### config.mk
export PLATFORM = sky130hd
export DESIGN_NAME = vga_fb_arbiter
export DESIGN_NICKNAME = d
export VERILOG_FILES = /design/src/rtl/vga_fb_arbiter.sv
export SDC_FILE = /design/constraint.sdc
export NUM_CORES = 1
export LEC_CHECK = 0
export CAP_MARGIN = 10
export CORE_MARGIN = 3
export CORE_UTILIZATION = 30
export DETAILED_ROUTE_END_ITERATION = 16
export GPL_TIMING_DRIVEN = 0
export PLACE_DENSITY = 0.53
export SYNTH_ARGS = -nofsm -noshare
export SYNTH_HDL_FRONTEND = slang
export SYNTH_SLANG_ARGS = --single-unit
### constraint.sdc
create_clock -name clk -period 2.1 [get_ports clk]
set_input_delay 0.42 -clock clk [delete_from_list [all_inputs] [get_ports clk]]
set_output_delay 0.42 -clock clk [all_outputs]
set_load 0.005 [all_outputs]
### src/rtl/vga_fb_arbiter.sv
// Single-port framebuffer arbiter: a fixed 4-clock slot wheel gives scan-out one
// read per pixel in slot 0; every remaining cycle goes to game writes or a full-screen fill.
module vga_fb_arbiter #(
  parameter int unsigned FB_AW    = 15,
  parameter int unsigned FB_DEPTH = 19200
) (
  input  logic             clk,
  input  logic             rst_n,
  input  logic             disp_req,
  input  logic [FB_AW-1:0] disp_addr,
  output logic [7:0]       pix,
  input  logic             wr_req,
  input  logic [FB_AW-1:0] wr_addr,
  input  logic [7:0]       wr_data,
  output logic             wr_ack,
  output logic             wr_err,
  input  logic             clr_start,
  input  logic [7:0]       clr_color,
  output logic             busy,
  output logic             clr_done,
  output logic [FB_AW-1:0] mem_addr,
  output logic             mem_we,
  output logic [7:0]       mem_wdata,
  input  logic [7:0]       mem_rdata
);

  typedef enum logic {IDLE = 1'b0, CLEAR = 1'b1} state_t;

  localparam logic [FB_AW:0]   DEPTH_EXT = (FB_AW+1)'(FB_DEPTH);
  localparam logic [FB_AW-1:0] LAST_ADDR = FB_AW'(FB_DEPTH - 1);

  state_t           state, state_nxt;
  logic [1:0]       slot;
  logic [FB_AW-1:0] fill_cnt;
  logic [FB_AW-1:0] addr_q;
  logic [7:0]       wdata_q;
  logic [7:0]       clr_color_q;
  logic             disp_rd_q;

  logic disp_slot_c, writer_slot_c, in_range_c, fill_last_c;

  assign disp_slot_c   = (slot == 2'd0) && disp_req;
  assign writer_slot_c = !disp_slot_c;
  assign in_range_c    = {1'b0, wr_addr} < DEPTH_EXT;
  assign fill_last_c   = (state == CLEAR) && writer_slot_c && (fill_cnt == LAST_ADDR);
  assign busy          = (state == CLEAR);

  // State register
  always_ff @(posedge clk or negedge rst_n) begin
    if (!rst_n) state <= IDLE;
    else        state <= state_nxt;
  end

  // Next-state logic
  always_comb begin
    state_nxt = state;
    case (state)
      IDLE:    if (clr_start)   state_nxt = CLEAR;
      CLEAR:   if (fill_last_c) state_nxt = IDLE;
      default: state_nxt = IDLE;
    endcase
  end

  // Port ownership; an unowned cycle replays the last address/data so the RAM pins stay quiet
  always_comb begin
    wr_ack    = 1'b0;
    wr_err    = 1'b0;
    mem_we    = 1'b0;
    mem_addr  = addr_q;
    mem_wdata = wdata_q;
    if (rst_n) begin
      if (disp_slot_c) begin
        mem_addr = disp_addr;
      end else begin
        case (state)
          IDLE: begin
            if (wr_req) begin
              wr_ack    = 1'b1;
              wr_err    = !in_range_c;
              mem_we    = in_range_c;
              mem_addr  = wr_addr;
              mem_wdata = wr_data;
            end
          end
          CLEAR: begin
            mem_we    = 1'b1;
            mem_addr  = fill_cnt;
            mem_wdata = clr_color_q;
          end
          default: ;
        endcase
      end
    end
  end

  // Slot wheel, pixel capture, fill counter and bus hold registers
  always_ff @(posedge clk or negedge rst_n) begin
    if (!rst_n) begin
      slot        <= 2'd0;
      fill_cnt    <= '0;
      clr_color_q <= 8'h00;
      disp_rd_q   <= 1'b0;
      pix         <= 8'h00;
      clr_done    <= 1'b0;
      addr_q      <= '0;
      wdata_q     <= 8'h00;
    end else begin
      slot     <= slot + 2'd1;
      addr_q   <= mem_addr;
      wdata_q  <= mem_wdata;
      clr_done <= fill_last_c;
      if (slot == 2'd0) disp_rd_q <= disp_req;
      // Read data arrives in slot 1; a skipped read blanks the pixel
      if (slot == 2'd1) pix <= disp_rd_q ? mem_rdata : 8'h00;
      if (state == IDLE && clr_start) begin
        fill_cnt    <= '0;
        clr_color_q <= clr_color;
      end else if (state == CLEAR && writer_slot_c) begin
        fill_cnt <= fill_cnt + FB_AW'(1);
      end
    end
  end

endmodule

---- Word-level counts from Yosys, hierarchy flattened ----
Cells that the tools add are included.
storage, ports and cells
  output and inout port bits .............. 36
  word-level logic and storage cells ...... 49
  input port bits ......................... 59
  bits in registers ....................... 59
cells by class
  add/subtract/negate cells ............... 2
  eq/ne operators ......................... 2
  bitwise operators ....................... 1
  multiplexer cells ....................... 26
  reduce and logical (&&, ||, !) cells .... 8
  magnitude comparators ................... 1
operator list
  kind                   count
  $mux 15                5
  $mux 8                 4
  $pmux 15 s2            1
  $pmux 8 s2             1
  $add 15x1->15 const B  1
  $eq 15x15->1 const B   1
  $lt 15x15->1 const B   1
  $mux 1                 13
  $logic_and 1x1->1      4
  $pmux 1 s2             2
  $add 2x1->2 const B    1
  $eq 2x1->1 const B     1
  $logic_not 1->1        2
  $logic_not 2->1        1
  $reduce_bool 2->1      1
  $not 1->1              1

---- Longest topological paths before layout ----
Gate-level depths: netlist (run 1).
  depth in word-level cells ............... 7
  depth in mapped cells ................... 8
  gate-level depth less buffers ........... 6

---- Worst setup path before layout (run 1) ----
Ideal clock, no wire load.
  path kind ............................... register to output
  start ................................... register slot[0]
  end ..................................... output port mem_addr[5]
  arrival ................................. 1.611 ns
  buffers on the path ..................... 2
  stages on the path, launching flop included .. 8
  data required time ...................... 1.680 ns
  slack ................................... 0.069 ns
  cells stage by stage .................... dfrtp_1 inv_1 ha_1 and2_1 clkbuf_1 clkbuf_1 a221oi_1 o21ai_0
between the ends
  longest elaborated chain between the ends .. 4
RTL lines
  item                    line  RTL
  from (decl)             33    logic [1:0] slot;
  from (signal assigned)  108   slot <= slot + 2'd1;
  $logic_not 2->1         42    assign disp_slot_c = (slot == 2'd0) && disp_req;
  $logic_and 1x1->1       42
  $mux 15                 72    if (disp_slot_c) begin
  $mux 15                 71    if (rst_n) begin
  to (decl)               21    output logic [FB_AW-1:0] mem_addr,
Every way passes these cells.

---- Worst setup path after layout (run 1) ----
Ends and elaborated chain as after synthesis.

==> summary.md, run 1 <==
| Metric | Value |
|---|---|
| CTS H-Tree Depth | `3` |
| TNS Setup | `-3.88 ns` |
| Crit-path leading delay family | `buffers and inverters` |
| Slowest cell on the critical path | `dfrtp_1` |
| Post-Synth XOR/XNOR Area | `less than 1%` |
| Worst min path class | `primary input to asynchronous set/reset pin` |
| Internal reg-to-reg setup slack | `-0.21 ns` |
| Mux contribution to synthesized area | `slightly below 5%` |
| FP Rows | `35` |
| Synth warn | `0` |
| WHS | `-0.0434 ns` |
| Cell Area, Placed | `roughly 4000 sq um` |
| GR peak layer | `met2` |
| Chip width | `104 microns` |
| Max VDD drop | `271 uV` |
| Max-cap check violation count | `0` |
| Worst setup path start | `slot[0]$_DFF_PN0_` |
| EDFF count, synth | `0` |
| Post-layout min period | `roughly 2.4 ns` |
| WL/cell | `around 17 microns` |
| Post-synthesis compound-gate area fraction | `a little under a quarter` |
| DIE HEIGHT | `around 100 microns` |
| GPL Wtd Cong | `between 0.8 and 0.9` |
| Inserted Clock Buffers | `9` |
| Post-Synth Simple-Gate Area | `approximately an eighth` |
| Pin count of the biggest net entering global routing | `62` |
| Clock sink count | `59` |
| # IOs | `95` |
| Largest stage delay on the critical path | `0.36 ns` |
| Syn Area/Cell | `about 9.9 sq um` |
| Worst r2r dst | `addr_q[6]$_DFF_PN0_` |
| Register area | `1480 sq um` |
| Footprint of the multi-input gates | `between 1500 and 2000 sq um` |
| PwrDens | `between 600 and 700 nW/um^2` |
| Status | `finished, violations left` |
| Critical Path RT | `roughly 1.7 ns` |
| Final Skew | `around 0.0095 ns` |
| Mapped Nets | `approximately 350` |
| Syn Inst Count | `291` |
| Fillers | `about 830` |
| Vias | `approximately 3000` |
| Critical Path Fanout Max | `4` |
| Main area contributors after synthesis | `dfrtp_1 51%, o21ai_0 8.3%, nand2_1 4.3%, a221oi_1 3.3%, mux2_2 3.1%` |
| Die Footprint | `between 10000 and 15000 sq um` |
| Starting Density | `between 30% and 40%` |
| Crit end category | `output port` |
| Worst-path clk slew | `approximately 0.070 ns` |
| Fraction of layout cells with a size suffix above 1 | `42.8%` |
| Cells on worst reg2reg path | `14` |
| First-pass DRT Iterations | `4` |
| Worst slew pin tran | `around 0.52 ns` |
| GR Layer Usage met3 | `between 4 and 5%` |
| Port-buffer cells | `94` |
| Final Max Slew Viols | `0` |
| Antenna Cells | `0` |
| Overall routing resource usage | `19.2%` |
| Synth Area in Adders | `between 1 and 1.5%` |
| Crit Path Category | `flop to output port` |
| Register area share after synthesis | `approximately half` |
| Worst-Skew Late Latency | `between 0.3 and 0.4 ns` |
| Mapped Area | `about 2900 sq um` |
| Overflow after GRT | `0` |
| Slew headroom | `approximately 65%` |
| Final Hold Viols | `between 50 and 60` |
| Vias in the first global route | `between 3000 and 4000` |
| Synth Register Bits | `a little under 60` |
| Setup crit end | `mem_addr[5]` |
| Yosys top cell area share | `about half` |
| Worst R2R Start | `slot[0]$_DFF_PN0_` |
| DRT Wirelength | `roughly 10000 microns` |
| Post-route ant nets | `0` |
| Ys async rst share | `between 90% and 100%` |
| Final period util | `112%` |
| Crit-path cells | `inv_2 > ha_4 > and2_4 > o31ai_4 > buf_6 > buf_6 > buf_6 > nand2_2 > o21ai_2 > buf_2` |
| CP arrival | `roughly 1.9 ns` |
| Design Area, Final | `between 5000 and 6000 sq um` |
| Main synth FF type | `dfrtp_1` |
| Crit-path most repeated cell | `buf_6` |
| Startpoint types | `flop` |
| Worst Path Buf+Inv | `5` |
| CTS tree | `built` |
| Met2 Use GR | `30.7%` |
| Core Region | `just over 9000 sq um` |
| Endpoints failing setup | `28` |
| Global Route met1 Usage | `between 20 and 30%` |
| DRC viols | `0` |
| Synthesis-to-finish area growth | `77.8%` |
| Failing checks | `negative hold slack, negative setup slack` |
| Cell taking the most area after synthesis | `dfrtp_1` |
| Crit path depth | `10` |
| Clock Tree Root | `clkbuf_8` |
| Yosys cell types | `slightly above 40` |
| Initial DRC Count | `90` |
| Initial antenna violation count | `1` |
| Max clock buf depth | `2` |
| First-pass GRT wire length | `16700 microns` |
| Drt via density | `between 5 and 6` |
| Main combinational cell family by area after synthesis | `compound AO/OA/AOI/OAI gates` |
| HPWL after DPL | `around 6300 microns` |
| Lkg Pwr | `between 2 and 2.5 nW` |
| Achievable frequency | `425 MHz` |
| Unrepaired setup endpoints after global routing | `true` |
| Worst Slack Setup Final | `-0.256 ns` |
| Fin nets | `between 500 and 600` |
==> synthesized netlist by cell type (4+ instances only) <==
library cell / number
inv_1: 14
clkbuf_1: 13
and3_1: 5
nor2b_1: 10
o31ai_1: 4
a22oi_1: 8
a31oi_1: 11
mux2i_1: 5
dfrtp_1: 59
nand2_1: 33
mux2_2: 8
o211ai_1: 4
o21ai_0: 48
a221oi_1: 11
buf_2: 4
nand3_1: 12
==> logic make-up after synthesis <==
logic type | Yosys count
AOI/OAI and AO/OA | 104
xor gates and xnor gates | 1
DFF | 59
muxes | 13
and+or+nand+nor | 76
buffers and inverters | 35
adders and majority gates | 3
==> worst min-delay path by stage <==
| stage | start | end | cells after the start |
|---|---|---|---|
| after floorplan | rst_n | addr_q[0]$_DFF_PN0_ | 0 |
| after global placement | slot[0]$_DFF_PN0_ | slot[0]$_DFF_PN0_ | 1 |
| after detailed placement | slot[0]$_DFF_PN0_ | slot[0]$_DFF_PN0_ | 1 |
| after CTS | rst_n | addr_q[5]$_DFF_PN0_ | 1 |
| after global routing | rst_n | addr_q[5]$_DFF_PN0_ | 1 |
| final | rst_n | addr_q[5]$_DFF_PN0_ | 1 |
==> cell type report <==
cell class | instances | share of cell area, %
plain buffers | 17 | 2.79
clock buffers | 13 | 3.11
clock inverters | 2 | 0.685
inverters | 15 | 1.20
multi-input cells | 198 | 31.9
flip-flops and latches | 59 | 28.9
well taps | 129 | 3.15
repair buffers | 163 | 28.4
==> power by group <==
part / switching, mW / internal (mW) / leakage (nW)
logic: 0.337 / 0.566 / 1.40
registers: 0.115 / 1.25 / 0.769
clock network: 0.441 / 0.606 / 0.0995
total: 0.893 / 2.42 / 2.27
==> what timing repair did <==
action,CTS,global route
resized for setup,233,31
setup buffers,70,8
setup endpoints to repair,45,31
endpoints found under the hold margin,59,59
cloned,1,0
pin swaps,27,18
==> sequential cells by signal, summed over array words and instances (netlist names) <==
register and count:
wdata_q 8, slot 2, disp_rd_q 1, fill_cnt 15, addr_q 15, busy 1
pix 8, clr_done 1, clr_color_q 8
==> through the flow <==
stage / worst slack (ns) / util, % / instances / total power, mW
after floorplan: 0.0689 / - / 291 / 1.57
after global placement: -3.30 / 42.9 / 514 / 1.90
after global routing: -0.382 / 55.1 / 596 / 3.50
final: -0.256 / 55.1 / 596 / 3.31
after CTS: -0.281 / 53.3 / 592 / 3.26
after detailed placement: -1.36 / 42.8 / 514 / 1.90
==> layer usage <==
metal  part of all wire [%]  vias to the layer above
li1                       -                     1428
met1                     45                     1476
met2                     48                       98
met3                    6.3                       14
met4                    1.1                        2
met5                   0.13                        -
==> cell usage in the layout, fill, tap and decap left out, types with 5 or more instances in the layout <==
cell	netlist	final
a31oi_4	0	5
nor2b_1	10	10
a22oi_2	0	8
dfrtp_1	59	59
nand2_2	0	7
clkbuf_8	0	14
nand3_1	12	12
clkdlybuf4s50_1	0	62
o21ai_0	48	25
mux2i_1	5	5
inv_1	14	12
a221oi_2	0	6
nand2_1	33	23
mux2_2	8	8
o21ai_2	0	20
dlygate4sd2_1	0	6
a31oi_1	11	5
buf_4	1	43
clkbuf_2	0	5
buf_2	4	25
buf_6	2	33
Note: power is estimated with default switching activity, not from simulation.
==> run 2, diff against run 1 <==
Settings changed: CAP_MARGIN 10 to 20, GPL_TIMING_DRIVEN 0 to default.
==> summary.md, run 2 (synthesis results as in run 1) <==
| Metric | Value |
|---|---|
| Status | `finished, violations left (unchanged)` |
| Failing checks | `negative setup slack (was negative hold slack, negative setup slack)` |
| Drt via density | `4.92 (was 5.06)` |
| Initial DRC Count | `74 (was 90)` |
| Critical Path Fanout Max | `8 (was 4)` |
| Die Footprint | `10800 sq um (unchanged)` |
| Met2 Use GR | `30.7% (about the same)` |
| Fin util | `56.2% (was 55.1%)` |
| Endpoints failing setup | `26 (was 28)` |
| Startpoint types | `flop (unchanged)` |
| DIE HEIGHT | `104 microns (unchanged)` |
| Final period util | `110% (was 112%)` |
| Fillers | `846 (was 833)` |
| Clock Tree Root | `clkbuf_8 (unchanged)` |
| Sw Share | `28.1% (was 27.0%)` |
| TNS Setup | `-3.12 ns (was -3.88 ns)` |
| WL/cell | `16.6 microns (was 17.0 microns)` |
| Initial antenna violation count | `0 (was 1)` |
| Chip width | `104 microns (unchanged)` |
| Biggest regs | `addr_q: 15 flops, fill_cnt: 15 flops (unchanged)` |
| Max clock buf depth | `2 (unchanged)` |
| HPWL after DPL | `6860 microns (was 6310 microns)` |
| Commonest non-fill, non-tap cell in the layout | `buf_4 (was clkdlybuf4s50_1)` |
| Post-place setup slack | `-0.673 ns (was -1.36 ns)` |
| First-pass GRT wire length | `16200 microns (was 16700 microns)` |
| Overall routing resource usage | `18.7% (was 19.2%)` |
| GR peak layer | `met2 (unchanged)` |
| Power share of the clock group | `34.4% (was 31.6%)` |
| Worst setup path start | `slot[0]$_DFF_PN0_ (unchanged)` |
| Final Max Slew Viols | `0 (unchanged)` |
| Fin nets | `538 (was 525)` |
| Post-layout min period | `2.30 ns (was 2.36 ns)` |
| Worst-Skew Late Latency | `0.34 ns (about the same)` |
| Lkg Pwr | `2.34 nW (was 2.27 nW)` |
| Worst R2R Start | `slot[0]$_DFF_PN0_ (unchanged)` |
| Final Skew | `0.00764 ns (was 0.00946 ns)` |
| Combinational Power Share | `25.2% (was 27.3%)` |
| Crit end category | `output port (unchanged)` |
| Pin count of the biggest net entering global routing | `24 (was 62)` |
| Max VDD drop | `308 uV (was 271 uV)` |
| Post-route ant nets | `0 (unchanged)` |
| Fraction of layout cells with a size suffix above 1 | `44.5% (was 42.8%)` |
| Int Power | `2.42 mW (about the same)` |
| Global Route met1 Usage | `23.7% (was 25.8%)` |
| GR Layer Usage met3 | `6.46% (was 4.47%)` |
| Clock sink count | `59 (unchanged)` |
| Vias | `3001 (was 3018)` |
| Overflow after GRT | `0 (unchanged)` |
| Max-cap check violation count | `0 (unchanged)` |
| Synthesis-to-finish area growth | `81.3% (was 77.8%)` |
| PwrDens | `645 nW/um^2 (was 647 nW/um^2)` |
| Critical Path RT | `1.68 ns (about the same)` |
| GPL Wtd Cong | `0.808 (was 0.841)` |
| # IOs | `95 (unchanged)` |
| Final std cells w/o fill | `610 (was 596)` |
| Core Region | `9280 sq um (unchanged)` |
| Worst slew pin tran | `0.449 ns (was 0.522 ns)` |
| Final Hold Viols | `0 (was 59)` |
| CTS H-Tree Depth | `3 (unchanged)` |
| Slew headroom | `70.1% (was 65.1%)` |
| Port-buffer cells | `94 (unchanged)` |
| Inserted Clock Buffers | `9 (unchanged)` |
| Sw Pwr | `946 uW (was 893 uW)` |
| CTS tree | `built (unchanged)` |
| Antenna Cells | `0 (unchanged)` |
| DP Cell Count | `550 (was 514)` |
| First-pass DRT Iterations | `5 (was 4)` |
| Achievable frequency | `434 MHz (was 425 MHz)` |
| Unrepaired setup endpoints after global routing | `true (unchanged)` |
| Starting Density | `31.0% (unchanged)` |
| DRT Wirelength | `10100 microns (about the same)` |
| Worst-path clk slew | `0.07 ns (about the same)` |
| Worst Slack Setup Final | `-0.204 ns (was -0.256 ns)` |
| FP Rows | `35 (unchanged)` |
| Reg power frac | `40.4% (was 41.1%)` |
| Total power | `3.37 mW (was 3.31 mW)` |
| DRC viols | `0 (unchanged)` |
| Cells on worst reg2reg path | `14 (unchanged)` |
| Worst min path class | `primary input to asynchronous set/reset pin (unchanged)` |
| CP arrival | `1.88 ns (was 1.94 ns)` |
| Most frequent cells in the layout | `72 x buf_4, 64 x clkdlybuf4s50_1, 59 x dfrtp_1 (was 62 x clkdlybuf4s50_1, 59 x dfrtp_1, 43 x buf_4)` |
| Vias in the first global route | `3151 (was 3211)` |
| Crit Path Category | `flop to output port (unchanged)` |
-- run 2: cell count changes in the layout (fill, tap and decap cells not counted), moves of 3 or more --
cell	before	now
dlygate4sd2_1	6	3
clkbuf_2	5	1
o21ai_2	20	16
buf_6	33	25
buf_4	43	72
clkbuf_8	14	9
o21ai_1	4	9
clkbuf_1	4	1
-- run 2: metrics by stage --
| step | cell area [sq um] | hold slack [ns] |
|---|---|---|
| after global routing | 5220 | 0.0618 |
| after detailed placement | 4320 | 0.251 |
| final | 5220 | 0.0726 |
| after floorplan | 2880 | 0.124 |
| after CTS | 5010 | 0.0659 |
| after global placement | 4320 | 0.251 |
-- run 2: path summary, 6_finish.rpt --
path / slack (ns) / endpoint
max in group asynchronous: 1.44 / fill_cnt[14]$_DFFE_PN0P_
setup reg to reg: -0.18 / addr_q[3]$_DFF_PN0_
hold / removal: 0.07 / wdata_q[6]$_DFF_PN0_
hold reg to reg: 0.48 / addr_q[14]$_DFF_PN0_
min in group clk: 0.48 / addr_q[14]$_DFF_PN0_
setup / recovery: -0.20 / mem_addr[4]
-- run 2: layout make-up --
cell class | instances | area (sq um) | area share, %
clock buffer | 10 | 128 | 2.45
multi-input combinational | 197 | 1610 | 30.9
inverter | 15 | 56.3 | 1.08
sequential | 59 | 1480 | 28.3
timing repair buffer | 194 | 1690 | 32.5
tap | 129 | 161 | 3.09
clock inverter | 6 | 90.1 | 1.73
-- run 2: power groups by stage --
| stage | clock network, mW | registers (mW) | logic, mW |
|---|---|---|---|
| global placement | 0 | 1.37 | 0.623 |
| CTS | 1.19 | 1.35 | 0.782 |
| floorplan | 0 | 1.34 | 0.228 |
| global route | 1.23 | 1.37 | 0.919 |
| finish | 1.16 | 1.36 | 0.848 |
| detailed placement | 0 | 1.37 | 0.629 |
-- run 2: what timing repair did --
item / 4_1_cts / 5_1_grt
gates cloned: 1 / 0
hold buffers: 1 / 0
endpoints found under the hold margin: 1 / 0
endpoints found under the setup margin: 26 / 30
setup buffers: 40 / 8
pin swaps: 32 / 15
resized for setup: 196 / 39
-- run 2: critical path: stages, from the launching register on --
cell and delay, ns:
dfrtp_1 0.37, inv_2 0.06, ha_4 0.18, and2_4 0.16
buf_4 0.17, a221oi_1 0.34, o21ai_2 0.12, buf_2 0.14
-- run 2: layer usage --
metal	wire [microns]	vias up
met3	743	10
met1	4450	1434
met5	0	-
met4	127	0
li1	-	1448
met2	4810	109
==> run 3, diff against run 2 <==
Settings changed: SETUP_SLACK_MARGIN from default to 0.15.
==> summary.md, run 3 (synthesis results as in run 1) <==
| Metric | Value |
|---|---|
| Status | `finished, violations left (unchanged)` |
| Failing checks | `negative setup slack (unchanged)` |
| Initial antenna violation count | `1 (was 0)` |
| Fraction of layout cells with a size suffix above 1 | `44.7% (was 44.5%)` |
| Final std cells w/o fill | `600 (was 610)` |
| Vias | `2982 (was 3001)` |
| Inserted Clock Buffers | `9 (unchanged)` |
| Synthesis-to-finish area growth | `81.1% (was 81.3%)` |
| Crit-path leading delay family | `buffers and inverters (was compound AO/OA/AOI/OAI gates)` |
| Final Skew | `0.00828 ns (was 0.00764 ns)` |
| Unrepaired setup endpoints after global routing | `true (unchanged)` |
| Starting Density | `31.0% (unchanged)` |
| Worst setup path start | `slot[0]$_DFF_PN0_ (unchanged)` |
| FP Rows | `35 (unchanged)` |
| Startpoint types | `flop (unchanged)` |
| Worst Path Buf+Inv | `4 (was 3)` |
| DIE HEIGHT | `104 microns (unchanged)` |
| Endpoints failing setup | `25 (was 26)` |
| Fin nets | `527 (was 538)` |
| Worst Slack Setup Final | `-0.195 ns (was -0.204 ns)` |
| Post-place setup slack | `-0.651 ns (was -0.673 ns)` |
| Crit end category | `output port (unchanged)` |
| Achievable frequency | `436 MHz (was 434 MHz)` |
| Clock sink count | `59 (unchanged)` |
| Overflow after GRT | `0 (unchanged)` |
| Core Region | `9280 sq um (unchanged)` |
| Fillers | `856 (was 846)` |
| PwrDens | `625 nW/um^2 (was 645 nW/um^2)` |
| Vias in the first global route | `3071 (was 3151)` |
| CTS H-Tree Depth | `3 (unchanged)` |
| Max-cap check violation count | `0 (unchanged)` |
| Biggest regs | `addr_q: 15 flops, fill_cnt: 15 flops (unchanged)` |
| # IOs | `95 (unchanged)` |
| Worst slew pin tran | `0.446 ns (was 0.449 ns)` |
| Final Max Slew Viols | `0 (unchanged)` |
| # hold bufs at CTS | `0 (was 1)` |
| Overall routing resource usage | `18.1% (was 18.7%)` |
| Fin util | `56.1% (was 56.2%)` |
| Worst R2R Start | `slot[0]$_DFF_PN0_ (unchanged)` |
| Post-route ant nets | `0 (unchanged)` |
| WL/cell | `16.7 microns (was 16.6 microns)` |
| Max clock buf depth | `2 (unchanged)` |
| Total power | `3.26 mW (was 3.37 mW)` |
| Clock Tree Root | `clkbuf_8 (unchanged)` |
| Die Footprint | `10800 sq um (unchanged)` |
| Largest stage delay on the critical path | `0.36 ns (was 0.37 ns)` |
| Crit Path Category | `flop to output port (unchanged)` |
| CP arrival | `1.88 ns (about the same)` |
| DP Cell Count | `547 (was 550)` |
| Post-layout min period | `2.30 ns (about the same)` |
| Most frequent cells in the layout | `64 x clkdlybuf4s50_1, 64 x buf_4, 58 x dfrtp_1 (was 72 x buf_4, 64 x clkdlybuf4s50_1, 59 x dfrtp_1)` |
| First-pass DRT Iterations | `6 (was 5)` |
| First-pass GRT wire length | `15700 microns (was 16200 microns)` |
| GPL Wtd Cong | `0.823 (was 0.808)` |
| Worst-Skew Late Latency | `0.34 ns (about the same)` |
| Critical Path Fanout Max | `7 (was 8)` |
| Worst min path class | `primary input to asynchronous set/reset pin (unchanged)` |
| Lkg Pwr | `2.32 nW (was 2.34 nW)` |
| Slew headroom | `70.0% (was 70.1%)` |
| HPWL after DPL | `6710 microns (was 6860 microns)` |
| Drt via density | `4.97 (was 4.92)` |
| Worst-path clk slew | `0.07 ns (about the same)` |
| Chip width | `104 microns (unchanged)` |
| Pin count of the biggest net entering global routing | `25 (was 24)` |
| CTS tree | `built (unchanged)` |
| Max VDD drop | `294 uV (was 308 uV)` |
| DRC viols | `0 (unchanged)` |
| Crit-path cells | `inv_2 > ha_4 > and2_4 > o31ai_4 > buf_12 > buf_8 > nand2_2 > o21ai_2 > buf_2 (was inv_2 > ha_4 > and2_4 > buf_4 > a221oi_1 > o21ai_2 > buf_2)` |
| Slowest cell on the critical path | `dfrtp_1 (unchanged)` |
| Critical Path RT | `1.68 ns (about the same)` |
| Final period util | `109% (was 110%)` |
| Port-buffer cells | `94 (unchanged)` |
| DRT Wirelength | `10000 microns (was 10100 microns)` |
| Initial DRC Count | `77 (was 74)` |
| Final Hold Viols | `0 (unchanged)` |
==> run 3: metrics by stage <==
step           hold WS, ns  setup TNS (ns)  cell area [sq um]
2_1_floorplan        0.124               0               2890
4_1_cts             0.0274           -3.50               4960
5_1_grt             0.0248           -4.74               5210
6_report            0.0301           -2.44               5210
3_5_place_dp         0.382          -15.15               4340
3_3_place_gp         0.384          -14.54               4340
==> run 3: path summary, 6_finish.rpt <==
path | slack [ns] | cells after the start | end
worst max-delay path | -0.20 | 9 | mem_addr[8]
worst min-delay path | 0.03 | 2 | addr_q[14]$_DFF_PN0_
worst max register to register | -0.01 | 14 | wdata_q[5]$_DFF_PN0_
worst min register to register | 0.45 | 1 | slot[0]$_DFF_PN0_
max in group asynchronous | 1.53 | 3 | busy$_DFF_PN0_
min in group clk | 0.45 | 1 | slot[0]$_DFF_PN0_
==> run 3: metal layers <==
metal | wire length, microns | GRT usage [%] | vias to the layer above
met5 | 0 | 0 | -
met1 | 4560 | 24.2 | 1448
li1 | - | - | 1425
met2 | 4840 | 29.0 | 99
met3 | 481 | 4.72 | 10
met4 | 133 | 4.94 | 0
==> run 3: timing repair <==
item,CTS,global route
pin swaps,34,16
endpoints found under the hold margin,0,0
setup buffers,29,6
cloned,1,0
setup endpoints to repair,27,29
resized for setup,197,33
==> run 3: cell type report <==
type | instances | area [sq um] | share of cell area [%]
inverter | 15 | 56.3 | 1.08
sequential | 59 | 1480 | 28.3
tap | 129 | 161 | 3.10
antenna | 1 | 2.50 | 0.0480
multi-input combinational | 197 | 1640 | 31.4
clock inverter | 7 | 101 | 1.94
timing repair buffer | 183 | 1650 | 31.7
clock buffer | 9 | 124 | 2.38
==> run 3: where the power goes <==
| part | internal, mW | total (mW) | switching (mW) |
|---|---|---|---|
| clock network | 0.675 | 1.18 | 0.502 |
| registers | 1.25 | 1.37 | 0.126 |
| logic | 0.421 | 0.709 | 0.288 |
| total | 2.34 | 3.26 | 0.916 |
